<file path="src/rtl/rx_frame_sequencer.sv">
// I2C receive sequencer: finds START/STOP on the synchronized bus, counts sampled bits
// into ping-pong receive buffers and runs the rx_valid/rx_ack handshake towards the host.
module rx_frame_sequencer #(
  parameter int unsigned SYNC_STAGES = 2,
  parameter int unsigned MAX_SIZE    = 32
) (
  input  logic       clk,
  input  logic       reset,
  input  logic       scl,
  input  logic       sda,
  input  logic       rx_en,
  input  logic [7:0] size,
  input  logic [7:0] burst,
  input  logic       rx_ack,
  output logic       load_b0,
  output logic       load_b1,
  output logic       bit_out,
  output logic       buff_sel,
  output logic       rx_valid,
  output logic       frame_done,
  output logic       overrun,
  output logic       abort,
  output logic       busy
);

  localparam int unsigned CNT_W = 8;
  localparam logic [CNT_W-1:0] MAX_SIZE_C = CNT_W'(MAX_SIZE);

  typedef enum logic [2:0] {
    ST_IDLE  = 3'd0,
    ST_LOAD  = 3'd1,
    ST_SHIFT = 3'd2,
    ST_WORD  = 3'd3,
    ST_DRAIN = 3'd4
  } state_t;

  logic [SYNC_STAGES-1:0] scl_sync;
  logic [SYNC_STAGES-1:0] sda_sync;
  logic                   scl_s;
  logic                   sda_s;
  logic                   scl_q;
  logic                   sda_q;
  logic                   start_evt;
  logic                   stop_evt;
  logic                   sample_evt;
  logic                   sample_bit;

  state_t           state;
  state_t           state_nxt;
  logic [CNT_W-1:0] bit_cnt;
  logic [CNT_W-1:0] bit_cnt_nxt;
  logic [CNT_W-1:0] word_cnt;
  logic [CNT_W-1:0] word_cnt_nxt;
  logic [CNT_W-1:0] size_clamp;
  logic             wr_sel;
  logic             wr_sel_nxt;

  logic load_b0_nxt;
  logic load_b1_nxt;
  logic bit_out_nxt;
  logic buff_sel_nxt;
  logic rx_valid_nxt;
  logic frame_done_nxt;
  logic overrun_nxt;
  logic abort_nxt;
  logic busy_nxt;

  assign scl_s      = scl_sync[SYNC_STAGES-1];
  assign sda_s      = sda_sync[SYNC_STAGES-1];
  assign size_clamp = (size > MAX_SIZE_C) ? MAX_SIZE_C : size;

  // Synchronizers and registered bus events; idle bus level is high so reset to ones.
  always_ff @(posedge clk) begin
    if (reset) begin
      scl_sync   <= '1;
      sda_sync   <= '1;
      scl_q      <= 1'b1;
      sda_q      <= 1'b1;
      start_evt  <= 1'b0;
      stop_evt   <= 1'b0;
      sample_evt <= 1'b0;
      sample_bit <= 1'b0;
    end else begin
      scl_sync   <= {scl_sync[SYNC_STAGES-2:0], scl};
      sda_sync   <= {sda_sync[SYNC_STAGES-2:0], sda};
      scl_q      <= scl_s;
      sda_q      <= sda_s;
      start_evt  <= scl_s & scl_q & sda_q & ~sda_s;
      stop_evt   <= scl_s & scl_q & ~sda_q & sda_s;
      sample_evt <= scl_s & ~scl_q;
      sample_bit <= sda_s;
    end
  end

  // State, counters and registered outputs.
  always_ff @(posedge clk) begin
    if (reset) begin
      state      <= ST_IDLE;
      bit_cnt    <= '0;
      word_cnt   <= '0;
      wr_sel     <= 1'b0;
      load_b0    <= 1'b0;
      load_b1    <= 1'b0;
      bit_out    <= 1'b0;
      buff_sel   <= 1'b0;
      rx_valid   <= 1'b0;
      frame_done <= 1'b0;
      overrun    <= 1'b0;
      abort      <= 1'b0;
      busy       <= 1'b0;
    end else begin
      state      <= state_nxt;
      bit_cnt    <= bit_cnt_nxt;
      word_cnt   <= word_cnt_nxt;
      wr_sel     <= wr_sel_nxt;
      load_b0    <= load_b0_nxt;
      load_b1    <= load_b1_nxt;
      bit_out    <= bit_out_nxt;
      buff_sel   <= buff_sel_nxt;
      rx_valid   <= rx_valid_nxt;
      frame_done <= frame_done_nxt;
      overrun    <= overrun_nxt;
      abort      <= abort_nxt;
      busy       <= busy_nxt;
    end
  end

  // Next-state and next-output logic.
  always_comb begin
    state_nxt      = state;
    bit_cnt_nxt    = bit_cnt;
    word_cnt_nxt   = word_cnt;
    wr_sel_nxt     = wr_sel;
    bit_out_nxt    = bit_out;
    buff_sel_nxt   = buff_sel;
    rx_valid_nxt   = rx_valid & ~rx_ack;
    load_b0_nxt    = 1'b0;
    load_b1_nxt    = 1'b0;
    frame_done_nxt = 1'b0;
    overrun_nxt    = 1'b0;
    abort_nxt      = 1'b0;

    case (state)
      ST_IDLE: begin
        if (start_evt && rx_en) state_nxt = ST_LOAD;
      end
      ST_LOAD: begin
        bit_cnt_nxt  = size_clamp;
        word_cnt_nxt = burst;
        if ((size == '0) || (burst == '0)) begin
          abort_nxt = 1'b1;
          state_nxt = ST_IDLE;
        end else begin
          state_nxt = ST_SHIFT;
        end
      end
      ST_SHIFT: begin
        // A bus condition mid-word truncates it; the partial word is simply not reported.
        if (stop_evt) begin
          abort_nxt = 1'b1;
          state_nxt = ST_IDLE;
        end else if (start_evt) begin
          abort_nxt = 1'b1;
          state_nxt = ST_LOAD;
        end else if (sample_evt) begin
          load_b0_nxt = ~wr_sel;
          load_b1_nxt = wr_sel;
          bit_out_nxt = sample_bit;
          bit_cnt_nxt = bit_cnt - CNT_W'(1);
          if (bit_cnt == CNT_W'(1)) state_nxt = ST_WORD;
        end
      end
      ST_WORD: begin
        buff_sel_nxt = wr_sel;
        wr_sel_nxt   = ~wr_sel;
        rx_valid_nxt = 1'b1;
        overrun_nxt  = rx_valid & ~rx_ack;
        word_cnt_nxt = word_cnt - CNT_W'(1);
        bit_cnt_nxt  = size_clamp;
        if (word_cnt == CNT_W'(1)) begin
          frame_done_nxt = 1'b1;
          state_nxt      = ST_DRAIN;
        end else begin
          state_nxt = ST_SHIFT;
        end
      end
      ST_DRAIN: begin
        if (stop_evt) state_nxt = ST_IDLE;
        else if (start_evt && rx_en) state_nxt = ST_LOAD;
      end
      default: state_nxt = ST_IDLE;
    endcase

    busy_nxt = (state_nxt != ST_IDLE);
  end

endmodule

</file>
<file path="config.mk">
export PLATFORM = sky130hd
export DESIGN_NAME = rx_frame_sequencer
export DESIGN_NICKNAME = d
export VERILOG_FILES = /design/src/rtl/rx_frame_sequencer.sv
export SDC_FILE = /design/constraint.sdc
export NUM_CORES = 1
export LEC_CHECK = 0
export ABC_AREA = 1
export BUFFER_PORTS_ARGS = -buffer_cell sky130_fd_sc_hd__clkbuf_2
export CAP_MARGIN = 20
export CORE_UTILIZATION = 50
export DETAILED_ROUTE_END_ITERATION = 6
export PLACE_DENSITY = 0.79
export SYNTH_ARGS = -nofsm -noshare
export SYNTH_HDL_FRONTEND = slang
export SYNTH_SLANG_ARGS = --single-unit
</file>
<file path="constraint.sdc">
create_clock -name clk -period 1.39 [get_ports clk]
set_input_delay 0.2085 -clock clk [delete_from_list [all_inputs] [get_ports clk]]
set_output_delay 0.2085 -clock clk [all_outputs]
set_load 0.02 [all_outputs]
</file>
======== After elaboration in Yosys (flattened, before gate mapping) ========
Index checks and enable logic that the tools add are counted.
cells by class
  bitwise logic cells ..................... 17
  reductions and logical operators ........ 13
  $lt $le $gt $ge ......................... 1
  add/sub/neg operators ................... 2
  equal/unequal tests ..................... 9
  multiplexer cells ....................... 21
operators by type and width
  kind                                                            count
  two-way mux 8 bit                                               4
  one-hot mux 8 bit (2 select lines)                              2
  two-way mux 3 bit                                               7
  == test 8 x 1 -> 1 bit (second input constant)                  2
  logical NOT 8 bit                                               2
  subtractor 8 x 1 -> 8 bit (second input constant)               2
  one-hot mux 3 bit (5 select lines)                              1
  inverter 1 bit                                                  10
  greater-than comparator 8 x 6 -> 1 bit (second input constant)  1
  AND reduction 4 bit                                             2
  bitwise AND 1 bit                                               7
  == test 3 x 2 -> 1 bit (second input constant)                  2
  inequality test 2 bit (second input constant)                   3
  two-way mux 1 bit                                               5
  OR reduction 5 bit                                              1
  nonzero test 2 bit                                              2
  OR reduction 2 bit                                              2
  == test 3 x 1 -> 1 bit (second input constant)                  1
  == test 3 bit (second input constant)                           1
  logical NOT 3 bit                                               1
  nonzero test 3 bit                                              1
  two-way mux 2 bit                                               1
  one-hot mux 1 bit (2 select lines)                              1
  logical AND 1 bit                                               1
  logical OR 1 bit                                                1
storage, ports and cells
  register bits after elaboration ......... 39
  output and inout port bits .............. 9

======== Logic depth before layout (Yosys ltp) ========
Gate-level depths: netlist of the first run.
  depth in word-level cells ............... 7
  gate-level depth with buffers ........... 10
  gate-level depth less buffers ........... 10

======== Worst setup path after synthesis of the first run ========
No wires, ideal clock.
  path kind ............................... register -> register
  start point ............................. register state[0]
  end point ............................... register bit_cnt[5]
  arrival ................................. 1.016 ns
  path buffers ............................ 1
  setup time .............................. 0.110 ns
  clock period less this slack ............ 1.125 ns
  setup slack ............................. 0.265 ns
  cell stages (with the launch flop) ...... 9
  cells stage by stage .................... dfxtp_1 inv_2 nor2_4 inv_4 buf_6 nand3_1 nand3_1 nand2_1 inv_1
between the ends
  word-level cells in the longest chain between the ends .. 4
  elaborated cells between the ends (all ways) .. 10
  classes of those cells .................. eq/ne: 6; mux: 1; reduce/logical: 3
RTL lines
  element                                                           line  text
  start: declaration                                                48    state_t state;
  start signal: assignment                                          112   state <= state_nxt;
  == test 3 x 2 -> 1 bit or == test 3 x 1 -> 1 bit (tied branches)  143   case (state)
  OR reduction 2 bit (no source line)                               --
  nonzero test 2 bit (no source line)                               --
  AND reduction 4 bit (no source line)                              --
  end signal: assignment                                            113   bit_cnt <= bit_cnt_nxt;
  end: declaration                                                  50    logic [CNT_W-1:0] bit_cnt;
Parallel ways exist; a longest one is shown, timed or not.
A chain may end at the register's enable or synchronous reset.

======== Worst setup path after layout of the first run ========
  start point ............................. register state[2]
  end point ............................... register bit_cnt[5]
The elaborated chain is that of the path after synthesis.

==> metrics.cfg, run 1 <==
[synth]
ys_async_sr_fraction_pct = 0
syn_avg_cell_area_um2 = 6.94
ys_seq_elements = 39
yosysSeqAreaShare_pct = 40.5
synth_edf_count = 0
yosysUniqueCellTypes = 30
synth_nets = 304
synth_ff_type = dfxtp_1
syn-instance-count = 278
ys_warn_count = 0
syn-cell-area_um2 = 1930

[clocking]
cts_tree = done
cts_max_path_buffers = 2
post_cts.repair.setup_buffers = 0
cts_buffers = 5
htreeDepth = 2
cts_root_buf = clkbuf_8
cts.sinks = 39
cts.clk_slew.worst_paths_ns = 0.08
clk_latency_ns = 0.29

[worst_hold_path]
hold_class = in2reg
hold_depth = 2

[global_route]
grt_first_pass_wirelength_um = 6800
grt_max_degree = 14
grt_overflow = 0
antenna_found_initial = 0
first_global_vias = 1595
grtUsageTotal_pct = 21.9

[drt]
vias_per_cell = 5.07
drc = 0
via_count = 1840
drt_iter0_markers = 99
postRouteAntennaNets = 0
wire_per_inst_um = 11.3
drt-pass1-iter-count = 5
finalWirelength_um = 4110

[setup_path]
reg2reg_depth = 7
start_kind = flop
r2r_end = bit_cnt[5]
crit_start = state[2]
worstReg2RegStart = state[2]
arrival_ns = 1.51
required_ns = 1.64
critPathCaptureType = flop
path_cells = nor2_2 -> nand4_4 -> inv_2 -> nand2_1 -> nand3_1 -> nand2_1 -> inv_1
critPathMaxStageDelay_ns = 0.38
crit_path_frequent_cell = nand2_1
crit_type = reg2reg
cp_max_fo = 8
critPathSlowestCell = dfxtp_1
reg2reg_slack_ns = 0.13
critical_path.endpoint = bit_cnt[5]

[timing]
setup_tns_ns = 0
worstMarginPinSlew_ns = 0.311
skew_ns = 0.00466
slew_violations = 0
rsz0062_at_grt = no
finalCritPeriodShare_pct = 90.6
worst_slew_margin_rel_pct = 79.2
hold_viol = 0
post-route-min-period_ns = 1.26
fmax_mhz = 794
setup_viol = 0

[run_status]
outcome = completed

[floorplanning]
die_w_um = 64.1
initial_utilization_pct = 52.3
die_h_um = 64.1
core_um2 = 3690
ioPinCount = 31
dieArea_um2 = 4110
rows = 22

[power_and_ir_drop]
p_leak_nw = 1.13
ir_worst_vdd_v = 0.000712
powerDensity_nw_per_um2 = 1030

[final_layout]
diodes = 0
drive_gt1_share_pct = 20.6
final_common_cell = nand2_1
mostFrequentLayoutCells = 65 x nand2_1, 42 x nor2_1, 37 x dfxtp_1
area_growth_pct = 18.0
fin_cells = 363
final_nets = 340

[place]
gp_congestion = 0.881
place_hpwl_um = 3100
port_buffers = 30
placedCellCount = 355

[flow_run]
cap_violations = 0

-- cells in the mapped netlist (4+ instances only) --
| library cell | n | area, um^2 |
|---|---|---|
| a21oi_1 | 10 | 50.1 |
| a31oi_1 | 4 | 25.0 |
| dfxtp_1 | 39 | 781 |
| ha_1 | 4 | 50.1 |
| inv_1 | 33 | 124 |
| inv_2 | 7 | 26.3 |
| nand2_1 | 65 | 244 |
| nand3_1 | 27 | 135 |
| nand4_1 | 4 | 25.0 |
| nor2_1 | 43 | 161 |
| nor3_1 | 5 | 25.0 |
| o21ai_0 | 6 | 30.0 |
| or2_2 | 4 | 25.0 |
| xor2_1 | 4 | 35.0 |
-- final cells by class --
type / count / area [um^2]
clock buffers: 6 / 72.6
multi-input cells: 193 / 962
flip-flops and latches: 39 / 783
clock inverters: 2 / 60.1
repair buffers: 34 / 180
well taps: 48 / 60.1
fillers: 323 / 1410
inverters: 41 / 156
-- per-layer routing --
layer / vias to the layer above / global-route usage (%) / routed length, um
li1: 949 / - / -
met1: 819 / 27.1 / 1860
met2: 60 / 35.0 / 1890
met3: 12 / 6.07 / 257
met4: 0 / 10.6 / 104
met5: - / 0 / 0
-- power by group --
part | internal, W | leakage, nW | switching [W]
Sequential | 0.00113 | 0.317 | 0.00000457
Clock | 0.000717 | 0.0654 | 0.000392
Combinational | 0.0000437 | 0.744 | 0.0000596
-- per-stage QoR --
step / instance area [um^2] / utilization, % / setup slack [ns] / total power (W) / hold slack, ns
after floorplan: 1930 / - / 0.265 / 0.00121 / 0.285
after global routing: 2270 / 61.7 / 0.00262 / 0.00241 / 0.0929
final: 2270 / 61.7 / 0.131 / 0.00234 / 0.0873
after detailed placement: 2140 / 57.9 / 0.0838 / 0.00126 / 0.395
after global placement: 2140 / 57.9 / 0.0916 / 0.00126 / 0.393
after CTS: 2270 / 61.5 / 0.0696 / 0.00235 / 0.0819
-- cells by family (layout without fill, tap and decap cells) --
group | count (synthesis) | in the layout | synth area share [%]
buffers and inverters | 46 | 83 | 9.73
adders and majority gates | 4 | 4 | 2.60
xor gates and xnor gates | 4 | 4 | 1.82
and+or+nand+nor | 158 | 158 | 37.4
AOI/OAI and AO/OA | 27 | 27 | 7.98
DFF | 39 | 39 | 40.5
-- flip-flops by register name (all words and copies together) (netlist names), 2 cells and up --
name and count:
scl_sync 2, bit_cnt 8, state 3, word_cnt 8, sda_sync 2
-- critical path, delay by kind of cell, from the launching register on --
family	cells	cell delay (ns)
buffers and inverters	2	0.21
and+or+nand+nor	5	0.62
DFF	1	0.38
-- how the worst min path moves through the flow --
| stage | slack (ns) | end | start |
|---|---|---|---|
| floorplan | 0.29 | overrun | rx_ack |
| global placement | 0.39 | sda_sync[1] | sda_sync[0] |
| detailed placement | 0.40 | overrun | rx_ack |
| CTS | 0.08 | overrun | rx_ack |
| global route | 0.09 | overrun | rx_ack |
| finish | 0.09 | overrun | rx_ack |
-- timing repair --
item,CTS,global route
gates resized for setup,0,3
endpoints found under the setup margin,0,2
hold buffers,0,0
(Power assumes the default switching activity.)
==> run 2, diff against run 1 <==
- SETUP_SLACK_MARGIN: default -> 0.3
==> metrics.cfg, run 2 (synthesis gave the netlist of run 1 again) <==
[timing]
hold_viol = 0
worstMarginPinSlew_ns = 0.318
finalCritPeriodShare_pct = 92.5
setup_viol = 0
rsz0062_at_grt = yes
fmax_mhz = 777
skew_ns = 0.00478
fin_ws_ns = 0.104
slew_violations = 0
worst_slew_margin_rel_pct = 78.8
setup_tns_ns = 0
post-route-min-period_ns = 1.29

[clocking]
cts.sinks = 39
cts_root_buf = clkbuf_8
cts.clk_slew.worst_paths_ns = 0.08
cts_max_path_buffers = 2
cts_tree = done
cts_buffers = 5
htreeDepth = 2
clk_latency_ns = 0.30

[floorplanning]
core_um2 = 3690
dieArea_um2 = 4110
die_h_um = 64.1
rows = 22
die_w_um = 64.1
ioPinCount = 31
initial_utilization_pct = 52.3

[setup_path]
required_ns = 1.58
cp_max_fo = 8
arrival_ns = 1.47
reg2reg_depth = 5
start_kind = flop
critPathCaptureType = flop
crit_type = reg2reg

[final_layout]
final_common_cell = nand2_1
mostFrequentLayoutCells = 54 x nand2_1, 31 x nor2_1, 30 x inv_1, 30 x dfxtp_1, 30 x clkbuf_2
final_nets = 355
multi_input_area_um2 = 1130
drive_gt1_share_pct = 38.2
area_growth_pct = 32.5
diodes = 0
largest_registers = bit_cnt x8, word_cnt x8, state x3
n_fill_cell = 309
seqCellArea_um2 = 800

[drt]
wire_per_inst_um = 13.6
drc = 0
drt-pass1-iter-count = 4
finalWirelength_um = 5140
postRouteAntennaNets = 0
vias_per_cell = 5.31
via_count = 2008
drt_iter0_markers = 96

[global_route]
grt_max_degree = 13
grtUsageTotal_pct = 24.0
grt_first_pass_wirelength_um = 7620
first_global_vias = 1744
grt_overflow = 0
antenna_found_initial = 0

[power_and_ir_drop]
p_leak_nw = 1.22
netSwitchingPower_w = 0.000491
p_comb_share_pct = 5.9
powerDensity_nw_per_um2 = 788
switching_share_pct = 24.4
p_int_w = 0.00152
power_frac_clock_pct = 38.1
ir_worst_vdd_v = 0.000826
power_frac_seq_pct = 56.0

[worst_hold_path]
hold_depth = 2
hold_class = in2reg

[place]
port_buffers = 30
gp_congestion = 0.868
pre_cts_ws_ns = 0.106
place_hpwl_um = 3150

[flow_run]
cap_violations = 0

[run_status]
outcome = completed

## run 2: path summary, 6_finish.rpt
check                                 start           to  slack, ns
worst max-delay path              start_evt   bit_cnt[2]       0.10
worst min-delay path                    scl  scl_sync[0]       0.09
worst max register to register    start_evt   bit_cnt[2]       0.10
worst min register to register  sda_sync[0]  sda_sync[1]       0.41
## run 2: stage by stage
step / std cells / instance area (um^2) / total power [W] / utilization [%] / hold slack [ns]
global route: 378 / 2550 / 0.00207 / 69.3 / 0.0891
floorplan: 278 / 1930 / 0.00121 / - / 0.285
detailed placement: 355 / 2140 / 0.00126 / 58.0 / 0.393
CTS: 365 / 2330 / 0.00200 / 63.2 / 0.0871
finish: 378 / 2550 / 0.00201 / 69.3 / 0.0867
global placement: 355 / 2140 / 0.00126 / 58.0 / 0.391
## run 2: layout make-up
class                   count  share of cell area, %
multi-input cells         193                   44.3
well taps                  48                   2.35
clock buffers               6                   2.84
repair buffers             49                   12.1
clock inverters             2                  0.490
flip-flops and latches     39                   31.3
inverters                  41                   6.61
## run 2: critical path, cell delays in order, from the launching register on
cell     delay, ns
dfxtp_2       0.34
nor2_2        0.17
nand4_4       0.22
buf_4         0.20
o21ai_1       0.19
a21oi_2       0.05
## run 2: routing by layer
| layer | wire length [um] | share of wire [%] | global-route usage [%] |
|---|---|---|---|
| met1 | 2110 | 41 | 30.2 |
| met2 | 2660 | 52 | 39.2 |
| met3 | 211 | 4.1 | 4.82 |
| met4 | 160 | 3.1 | 11.7 |
| met5 | 0 | 0 | 0 |
## run 2: power by group through the flow
| stage | combinational (W) | clock, W | sequential, W |
|---|---|---|---|
| after global placement | 0.000101 | 0 | 0.00116 |
| after detailed placement | 0.000103 | 0 | 0.00116 |
| final | 0.000119 | 0.000767 | 0.00113 |
| after CTS | 0.000104 | 0.000769 | 0.00113 |
| after floorplan | 0.0000490 | 0 | 0.00116 |
| after global routing | 0.000132 | 0.000810 | 0.00113 |
## run 2: timing repair
action / CTS / global route
gates resized for setup: 27 / 42
setup buffers: 2 / 13
pin swaps: 14 / 17
hold buffers: 0 / 0
setup endpoints to repair: 27 / 26
